**src/rtl/eth_rx_pkg.sv**
```systemverilog
// eth_rx_pkg: shared types and constants for the MII receive framer.
// Holds the FSM state enum, error codes, CRC-32 constants and a nibble CRC step.
package eth_rx_pkg;

  typedef enum logic [1:0] {
    S_IDLE,
    S_PRE,
    S_DATA,
    S_DROP
  } rx_state_e;

  localparam logic [1:0] ERR_CRC   = 2'd0;
  localparam logic [1:0] ERR_ODD   = 2'd1;
  localparam logic [1:0] ERR_LONG  = 2'd2;
  localparam logic [1:0] ERR_SHORT = 2'd3;

  localparam logic [31:0] CRC_POLY    = 32'hEDB8_8320;
  localparam logic [31:0] CRC_INIT    = 32'hFFFF_FFFF;
  localparam logic [31:0] CRC_RESIDUE = 32'hDEBB_20E3;

  localparam logic [3:0] NIB_PRE = 4'h5;
  localparam logic [3:0] NIB_SFD = 4'hD;

  // Reflected CRC-32 advanced by one nibble, bit 0 first.
  function automatic logic [31:0] crc32_nib(
    input logic [31:0] crc,
    input logic [3:0]  d
  );
    logic [31:0] c;
    c = crc;
    for (int i = 0; i < 4; i++) begin
      if (c[0] ^ d[i]) c = (c >> 1) ^ CRC_POLY;
      else             c = c >> 1;
    end
    return c;
  endfunction

endpackage

```
**src/rtl/mii_rx_crc32.sv**
```systemverilog
// mii_rx_crc32: nibble-wide reflected CRC-32 register with residue match.
// Ports: eth_rx_clk, rst (async high), clr_i, en_i, nib_i[3:0], match_o.
module mii_rx_crc32
  import eth_rx_pkg::*;
(
  input  logic       eth_rx_clk,
  input  logic       rst,
  input  logic       clr_i,
  input  logic       en_i,
  input  logic [3:0] nib_i,
  output logic       match_o
);

  logic [31:0] crc_q;
  logic [31:0] crc_d;

  always_comb begin
    crc_d = crc_q;
    if (clr_i)     crc_d = CRC_INIT;
    else if (en_i) crc_d = crc32_nib(crc_q, nib_i);
  end

  always_ff @(posedge eth_rx_clk or posedge rst) begin
    if (rst) crc_q <= CRC_INIT;
    else     crc_q <= crc_d;
  end

  assign match_o = (crc_q == CRC_RESIDUE);

endmodule

```
**src/rtl/eth_mii_rx.sv**
```systemverilog
// eth_mii_rx: MII receive framer. Preamble/SFD detect, byte assembly, FCS strip.
// In: eth_rx_clk, rst, eth_rx_dv, eth_rx_data[3:0]. Out: rx_byte[7:0],
// rx_byte_valid, rx_sof, rx_eof, rx_frame_ok, rx_err_code[1:0], rx_byte_cnt[15:0].
// Macro ETH_RX_CRC_CHECK_EN builds the FCS checker (err code 0).
module eth_mii_rx
  import eth_rx_pkg::*;
#(
  parameter int unsigned PRE_MIN_NIBBLES = 7,
  parameter int unsigned MAX_BYTES       = 1518
) (
  input  logic        eth_rx_clk,
  input  logic        rst,
  input  logic        eth_rx_dv,
  input  logic [3:0]  eth_rx_data,
  output logic [7:0]  rx_byte,
  output logic        rx_byte_valid,
  output logic        rx_sof,
  output logic        rx_eof,
  output logic        rx_frame_ok,
  output logic [1:0]  rx_err_code,
  output logic [15:0] rx_byte_cnt
);

  localparam logic [3:0]  PRE_MIN = PRE_MIN_NIBBLES[3:0];
  localparam logic [15:0] MAX_B   = MAX_BYTES[15:0];

  rx_state_e   state_q, state_d;
  logic        dv_prev_q;
  logic [3:0]  pre_cnt_q, pre_cnt_d;
  logic        phase_q, phase_d;
  logic [3:0]  lo_q, lo_d;
  logic [7:0]  dl_q [4];
  logic [7:0]  dl_d [4];
  logic [2:0]  dl_cnt_q, dl_cnt_d;
  logic [15:0] bcnt_q, bcnt_d;
  logic        sof_pend_q, sof_pend_d;
  logic        long_q, long_d;

  logic [7:0]  byte_q, byte_d;
  logic        valid_q, valid_d;
  logic        sof_q, sof_d;
  logic        eof_q, eof_d;
  logic        ok_q, ok_d;
  logic [1:0]  err_q, err_d;
  logic [15:0] cnt_q, cnt_d;

  logic [7:0]  new_byte;
  logic [15:0] pay_cnt;
  logic [15:0] bcnt_inc;

`ifdef ETH_RX_CRC_CHECK_EN
  logic crc_clr;
  logic crc_en;
  logic crc_match;

  mii_rx_crc32 u_crc (
    .eth_rx_clk (eth_rx_clk),
    .rst        (rst),
    .clr_i      (crc_clr),
    .en_i       (crc_en),
    .nib_i      (eth_rx_data),
    .match_o    (crc_match)
  );
`endif

  assign new_byte = {eth_rx_data, lo_q};
  assign pay_cnt  = (bcnt_q < 16'd4) ? 16'd0 : bcnt_q - 16'd4;
  assign bcnt_inc = (bcnt_q == 16'hFFFF) ? bcnt_q : bcnt_q + 16'd1;

  always_comb begin
    state_d    = state_q;
    pre_cnt_d  = pre_cnt_q;
    phase_d    = phase_q;
    lo_d       = lo_q;
    dl_d       = dl_q;
    dl_cnt_d   = dl_cnt_q;
    bcnt_d     = bcnt_q;
    sof_pend_d = sof_pend_q;
    long_d     = long_q;
    byte_d     = byte_q;
    valid_d    = 1'b0;
    sof_d      = 1'b0;
    eof_d      = 1'b0;
    ok_d       = ok_q;
    err_d      = err_q;
    cnt_d      = cnt_q;
`ifdef ETH_RX_CRC_CHECK_EN
    crc_clr    = 1'b0;
    crc_en     = 1'b0;
`endif
    unique case (state_q)
      S_IDLE: begin
        // The first nibble after a dv rising edge counts as preamble.
        if (eth_rx_dv && !dv_prev_q) begin
          long_d = 1'b0;
          if (eth_rx_data == NIB_PRE) begin
            state_d   = S_PRE;
            pre_cnt_d = 4'd1;
          end else begin
            state_d = S_DROP;
          end
        end
      end
      S_PRE: begin
        if (!eth_rx_dv) begin
          state_d = S_IDLE;
        end else if (eth_rx_data == NIB_PRE) begin
          if (pre_cnt_q != 4'hF) pre_cnt_d = pre_cnt_q + 4'd1;
        end else if (eth_rx_data == NIB_SFD && pre_cnt_q >= PRE_MIN) begin
          state_d    = S_DATA;
          phase_d    = 1'b0;
          dl_cnt_d   = 3'd0;
          bcnt_d     = 16'd0;
          sof_pend_d = 1'b1;
`ifdef ETH_RX_CRC_CHECK_EN
          crc_clr    = 1'b1;
`endif
        end else begin
          state_d = S_DROP;
        end
      end
      S_DATA: begin
        if (!eth_rx_dv) begin
          state_d = S_IDLE;
          eof_d   = 1'b1;
          cnt_d   = pay_cnt;
          ok_d    = 1'b0;
          err_d   = ERR_CRC;
          if (phase_q) begin
            err_d = ERR_ODD;
          end else if (bcnt_q < 16'd5) begin
            err_d = ERR_SHORT;
`ifdef ETH_RX_CRC_CHECK_EN
          end else if (!crc_match) begin
            err_d = ERR_CRC;
`endif
          end else begin
            ok_d = 1'b1;
          end
        end else begin
`ifdef ETH_RX_CRC_CHECK_EN
          crc_en = 1'b1;
`endif
          if (!phase_q) begin
            lo_d    = eth_rx_data;
            phase_d = 1'b1;
          end else begin
            phase_d = 1'b0;
            bcnt_d  = bcnt_inc;
            if (bcnt_q == MAX_B) begin
              state_d = S_DROP;
              long_d  = 1'b1;
            end else begin
              dl_d[0] = new_byte;
              for (int i = 1; i < 4; i++) dl_d[i] = dl_q[i-1];
              // Line full: the oldest byte is payload, not FCS.
              if (dl_cnt_q == 3'd4) begin
                byte_d     = dl_q[3];
                valid_d    = 1'b1;
                sof_d      = sof_pend_q;
                sof_pend_d = 1'b0;
              end else begin
                dl_cnt_d = dl_cnt_q + 3'd1;
              end
            end
          end
        end
      end
      S_DROP: begin
        if (!eth_rx_dv) begin
          state_d = S_IDLE;
          if (long_q) begin
            eof_d = 1'b1;
            ok_d  = 1'b0;
            err_d = ERR_LONG;
            cnt_d = pay_cnt;
          end
        end
      end
    endcase
  end

  always_ff @(posedge eth_rx_clk or posedge rst) begin
    if (rst) begin
      state_q    <= S_IDLE;
      dv_prev_q  <= 1'b1;
      pre_cnt_q  <= 4'd0;
      phase_q    <= 1'b0;
      lo_q       <= 4'd0;
      for (int i = 0; i < 4; i++) dl_q[i] <= 8'd0;
      dl_cnt_q   <= 3'd0;
      bcnt_q     <= 16'd0;
      sof_pend_q <= 1'b0;
      long_q     <= 1'b0;
      byte_q     <= 8'd0;
      valid_q    <= 1'b0;
      sof_q      <= 1'b0;
      eof_q      <= 1'b0;
      ok_q       <= 1'b0;
      err_q      <= 2'd0;
      cnt_q      <= 16'd0;
    end else begin
      state_q    <= state_d;
      dv_prev_q  <= eth_rx_dv;
      pre_cnt_q  <= pre_cnt_d;
      phase_q    <= phase_d;
      lo_q       <= lo_d;
      dl_q       <= dl_d;
      dl_cnt_q   <= dl_cnt_d;
      bcnt_q     <= bcnt_d;
      sof_pend_q <= sof_pend_d;
      long_q     <= long_d;
      byte_q     <= byte_d;
      valid_q    <= valid_d;
      sof_q      <= sof_d;
      eof_q      <= eof_d;
      ok_q       <= ok_d;
      err_q      <= err_d;
      cnt_q      <= cnt_d;
    end
  end

  assign rx_byte       = byte_q;
  assign rx_byte_valid = valid_q;
  assign rx_sof        = sof_q;
  assign rx_eof        = eof_q;
  assign rx_frame_ok   = ok_q;
  assign rx_err_code   = err_q;
  assign rx_byte_cnt   = cnt_q;

endmodule

```
**config.mk**
```make
export PLATFORM = sky130hd
export DESIGN_NAME = eth_mii_rx
export DESIGN_NICKNAME = d
export VERILOG_FILES = /design/src/rtl/eth_rx_pkg.sv /design/src/rtl/mii_rx_crc32.sv /design/src/rtl/eth_mii_rx.sv
export SDC_FILE = /design/constraint.sdc
export NUM_CORES = 1
export LEC_CHECK = 0
export ABC_AREA = 0
export BUFFER_PORTS_ARGS = -buffer_cell sky130_fd_sc_hd__buf_2
export CAP_MARGIN = 30
export CORE_ASPECT_RATIO = 0.75
export CORE_MARGIN = 2
export CORE_UTILIZATION = 54
export DETAILED_ROUTE_END_ITERATION = 16
export PLACE_DENSITY = 0.82
export SYNTH_ARGS = -nofsm -noshare
export SYNTH_HDL_FRONTEND = slang
export SYNTH_HIERARCHICAL = 1
export SYNTH_SLANG_ARGS = --single-unit
```
**constraint.sdc**
```tcl
create_clock -name eth_rx_clk -period 2.65 [get_ports eth_rx_clk]
set_input_delay 0.265 -clock eth_rx_clk [delete_from_list [all_inputs] [get_ports eth_rx_clk]]
set_output_delay 0.265 -clock eth_rx_clk [all_outputs]
set_load 0.1 [all_outputs]
```
# Word-level counts from Yosys, hierarchy flattened
# Index checks and enable logic that the tools add are counted.
[totals] elab_cells=158 input_bits=7 output_inout_bits=30 regBits=95
[op_classes] mux=81 n_reduce_logical=19 addsub=4 order_cmp=3 eq_ne=29 bitwise_logic=2
[ops] cell="$mux W16" count=10
[ops] cell="$pmux W16 S2" count=2
[ops] cell="$mux W1" count=35
[ops] cell="$ne A2 B2 Y1 const B" count=17
[ops] cell="$lt A16 B3 Y1 const B" count=2
[ops] cell="$mux W2" count=13
[ops] cell="$mux W3" count=7
[ops] cell="$mux W4" count=5
[ops] cell="$reduce_and A5 Y1" count=4
[ops] cell="$add A16 B1 Y16 const B" count=1
[ops] cell="$eq A16 B11 Y1 const B" count=1
[ops] cell="$eq A16 B16 Y1 const B" count=1
[ops] cell="$reduce_and A8 Y1" count=2
[ops] cell="$sub A16 B3 Y16 const B" count=1
[ops] cell="$pmux W1 S2" count=5
[ops] cell="$ne A3 B3 Y1 const B" count=3
[ops] cell="$pmux W2 S4" count=1
[ops] cell="$pmux W4 S2" count=1
[ops] cell="$reduce_and A4 Y1" count=2
[ops] cell="$reduce_bool A2 Y1" count=4
[ops] cell="$reduce_and A7 Y1" count=1
[ops] cell="$pmux W3 S2" count=1
[ops] cell="$reduce_and A6 Y1" count=1
[ops] cell="$add A4 B1 Y4 const B" count=1
[ops] cell="14 further kinds" count=17

# Logic depth before layout (Yosys ltp)
[logic_depth] word_depth=6 mapped_depth=7 ltp_nobuf=6

# Least setup slack after synthesis
# Ideal clock, no wire load.
[synth_timing] kind="reg-to-reg" startpoint="register bcnt_q[15]" endpoint="register dl_q[30] (netlist name)" arrival_ps=2039 t_required_ps=2525 setup_time_ps=125 path_buffers=2 path_slack_ps=486 stages_incl_launch_ff=7 synth_period_minus_slack_ps=2164 path_cell_list="dfrtp_1 > buf_6 > or4_4 > nor4_4 > nor2_4 > buf_6 > mux2_4"
[synth_between] elab_chain_len=3
[synth_rtl] element="start, declared" line="eth_mii_rx.sv:35" text="logic [15:0] bcnt_q, bcnt_d;"
[synth_rtl] element="start signal, assigned" line="eth_mii_rx.sv:210" text="bcnt_q <= bcnt_d;"
[synth_rtl] element="$eq A16 B11 Y1" line="eth_mii_rx.sv:150" text="if (bcnt_q == MAX_B) begin"
[synth_rtl] element="$not A1 Y1 (no line)"
[synth_rtl] element="$reduce_and A4 Y1 (no line)"
[synth_rtl] element="end signal, assigned" line="eth_mii_rx.sv:208" text="dl_q <= dl_d;"
[synth_rtl] element="end, declared" line="eth_mii_rx.sv:32" text="logic [7:0] dl_q [4];"
# Every way passes these cells.
# A chain may end at the register's enable or synchronous reset.

# Final worst setup path
[layout_timing] startpoint="register state_q[1]" endpoint="register dl_q[13] (netlist name)"
[layout_between] elab_chain_len=2
[layout_rtl] element="start, declared" line="eth_mii_rx.sv:27" text="rx_state_e state_q, state_d;"
[layout_rtl] element="start signal, assigned" line="eth_mii_rx.sv:203" text="state_q <= state_d;"
[layout_rtl] element="$eq A2 B2 Y1" line="eth_mii_rx.sv:91" text="unique case (state_q)"
[layout_rtl] element="$reduce_and A4 Y1 (no line)"
# Every way passes these cells.

==> impl_metrics.ini <==
[sta]
period_minus_slack_ns = 2.28
tns_ns = 0
slew_headroom_pct = 42.4
hold_viol_final = 0
finalWorstSetupSlack_ns = 0.373
rsz0062_at_grt = no
setup_viol = 0
max_freq_mhz = 439
tightest_slew_ns = 0.862
fin_crit_sh_pct = 85.9
finClkSkew_ns = 0.00872
whs_ns = 0.211
drv_slew = 0

[synth]
syn_avg_cell_area_um2 = 10.9
ys_types = 64
synth_top_family_by_area = simple AND/OR/NAND/NOR gates
synth_warnings = 6
synth_area_um2 = 4640
synth_top_cell_area_share_pct = 50.7
synthAdderAreaFrac_pct = 2.43
ys_top_cells_by_area = dfrtp_1 (51%), mux2_2 (11%), o21ai_0 (2.8%)
synth.yosys.seq_area_share_pct = 51.2
synth_mux_area_share_pct = 11.0
synthSimpleGateAreaFrac_pct = 17.3
synthFlopType = dfrtp_1
synth_compound_area_share_pct = 12.3
async_flop_share_pct = 100
synth_nets = 440
synth_xor_area_share_pct = 1.70
yosys-top-cells-count = dfrtp_1 (94), mux2_2 (44), nand2_1 (34)
yosysMostFrequentCell = dfrtp_1
synth_cells = 424
synth_edf_count = 0
ys_ff_latch = 95
yosys.area.top_type = dfrtp_1

[finish]
n_antenna_cell = 0
nNetsFinal = 478
syn2layout_area_growth_pct = 13.2
fin_util_pct = 62.4
fillCellCount = 650
drive_gt1_share_pct = 26.3

[power_and_ir_drop]
power_density_nw_per_um2 = 1090
peakVddDrop_mv = 1.11
leakage_nw = 2.38

[outcome]
status = finished clean

[clocking]
clockBufferDepth = 2
root_buffer = clkbuf_16
cts_buffers = 9
ctsHtreeMaxLevel = 3
cts.sinks = 95
cts.repair.resized = 0
clkLatencyLatePin_ns = 0.35
clkTransAtPathRegs_ns = 0.07
post-cts-setup-buffers = 0
cts_tree = built

[critical_path]
startpoint_type = flip-flop
reg2reg_depth = 3
crit_required_ns = 2.88
worstPathArrival_ns = 2.50
cp_max_fo = 32
critPathKind = reg -> reg
cp-end-kind = flip-flop

[grt]
grt.met3_usage_pct = 5.99
grt.busiest_layer = met2
grt_pass1_vias = 3384
grtUsageTotal_pct = 22.6
gr-usage-met1_pct = 31.3
grt_util_met2_pct = 35.1
grt.overflow.total = 0
grt_max_degree = 71
grt_pass1_wl_um = 17000
antenna_found_initial = 0

[placed_design]
hpwl_um = 6820
dp_slack_ns = 0.404
routabilityCongestion = 0.883
portBuffers = 36

[die]
die_y_um = 84.3
die_area_um2 = 9360
io_pins = 37
die_x_um = 111
core_area_um2 = 8420
start_util_pct = 55.1
rows = 29

[detailed_routing]
viasPerCell = 6.10
first_pass_iters = 5
drc = 0
routed_wl_um = 9990
wl_per_cell_um = 17.4
postRouteAntennaNets = 0
vias = 3508
drt_iter0_markers = 455

[flow_run]
cap_viol_max_count = 0

[min_path]
hold_depth = 2
hold_class = in -> reg
-- cell families (layout without fill, tap and decap cells) --
family,count (synthesis),count (layout)
AND/OR/NAND/NOR,141,141
flip-flops,95,95
AO/OA/AOI/OAI,87,87
multiplexers,45,45
buffers and inverters,38,81
adder cells (fa/ha/maj),9,9
XOR/XNOR,9,9
-- routing by layer --
metal,routed length (µm),up-vias
met2,4600,150
met4,214,0
met3,702,19
met5,0,-
met1,4470,1708
li1,-,1631
-- through the flow --
stage | std cells | area [µm²] | total power, W
after CTS | 575 | 5260 | 0.00573
after global placement | 558 | 4950 | 0.00434
after floorplan | 424 | 4650 | 0.00397
final | 575 | 5260 | 0.00571
after global routing | 575 | 5260 | 0.00600
after detailed placement | 558 | 4950 | 0.00443
-- what timing repair did --
action,CTS,global route
endpoints found under the hold margin,25,0
hold buffers,1,0
endpoints found under the setup margin,0,0
-- flip-flops by register name, summed over array words and instances, names as in the netlist, 2 cells and up --
register,flops
dl_cnt_q,3
state_q,2
dl_q,32
rx_byte_cnt,16
pre_cnt_q,4
bcnt_q,16
rx_byte,8
lo_q,4
rx_err_code,2
-- power breakdown --
part | switching [W] | total [W] | internal (W)
Sequential | 0.000281 | 0.00213 | 0.00185
Clock | 0.000623 | 0.00129 | 0.000668
Combinational | 0.00170 | 0.00230 | 0.000593
-- final cells by class --
| class | instances | area [µm²] | share of cell area [%] |
|---|---|---|---|
| Multi-Input combinational cell | 291 | 2080 | 39.6 |
| Timing Repair Buffer | 51 | 308 | 5.86 |
| Sequential cell | 95 | 2380 | 45.3 |
| Clock inverter | 7 | 73.8 | 1.40 |
| Clock buffer | 9 | 225 | 4.28 |
| Tap cell | 108 | 135 | 2.57 |
| Inverter | 14 | 56.3 | 1.07 |
-- final timing paths --
check	start	to	slack (ns)
max in group asynchronous	rst	dv_prev_q	1.36
worst min register to register	rx_byte_cnt[1]	rx_byte_cnt[1]	0.48
worst max-delay path	state_q[1]	dl_q[13]	0.37
min in group asynchronous	rst	rx_byte_cnt[15]	0.53
worst max register to register	state_q[1]	dl_q[13]	0.37
worst min-delay path	eth_rx_dv	dv_prev_q	0.21
-- worst max-delay path, stage by stage, from the launching register on --
cell	delay (ns)
dfrtp_1	0.44
nand4b_1	0.43
nor2_4	0.83
mux2_2	0.44
-- placed cells by master (no fill, tap or decap), types with 9 or more instances in the layout --
cell	netlist	final
ha_1	9	9
nand2_1	34	34
nor4_1	9	9
buf_4	1	13
nand3_1	10	10
dfrtp_1	94	94
nor2_1	19	19
nor3_1	13	13
inv_1	13	12
o21ai_0	26	26
clkbuf_16	0	9
mux2_2	44	44
buf_2	3	36
a21oi_1	13	13
Note: power is estimated with default switching activity, not from simulation.
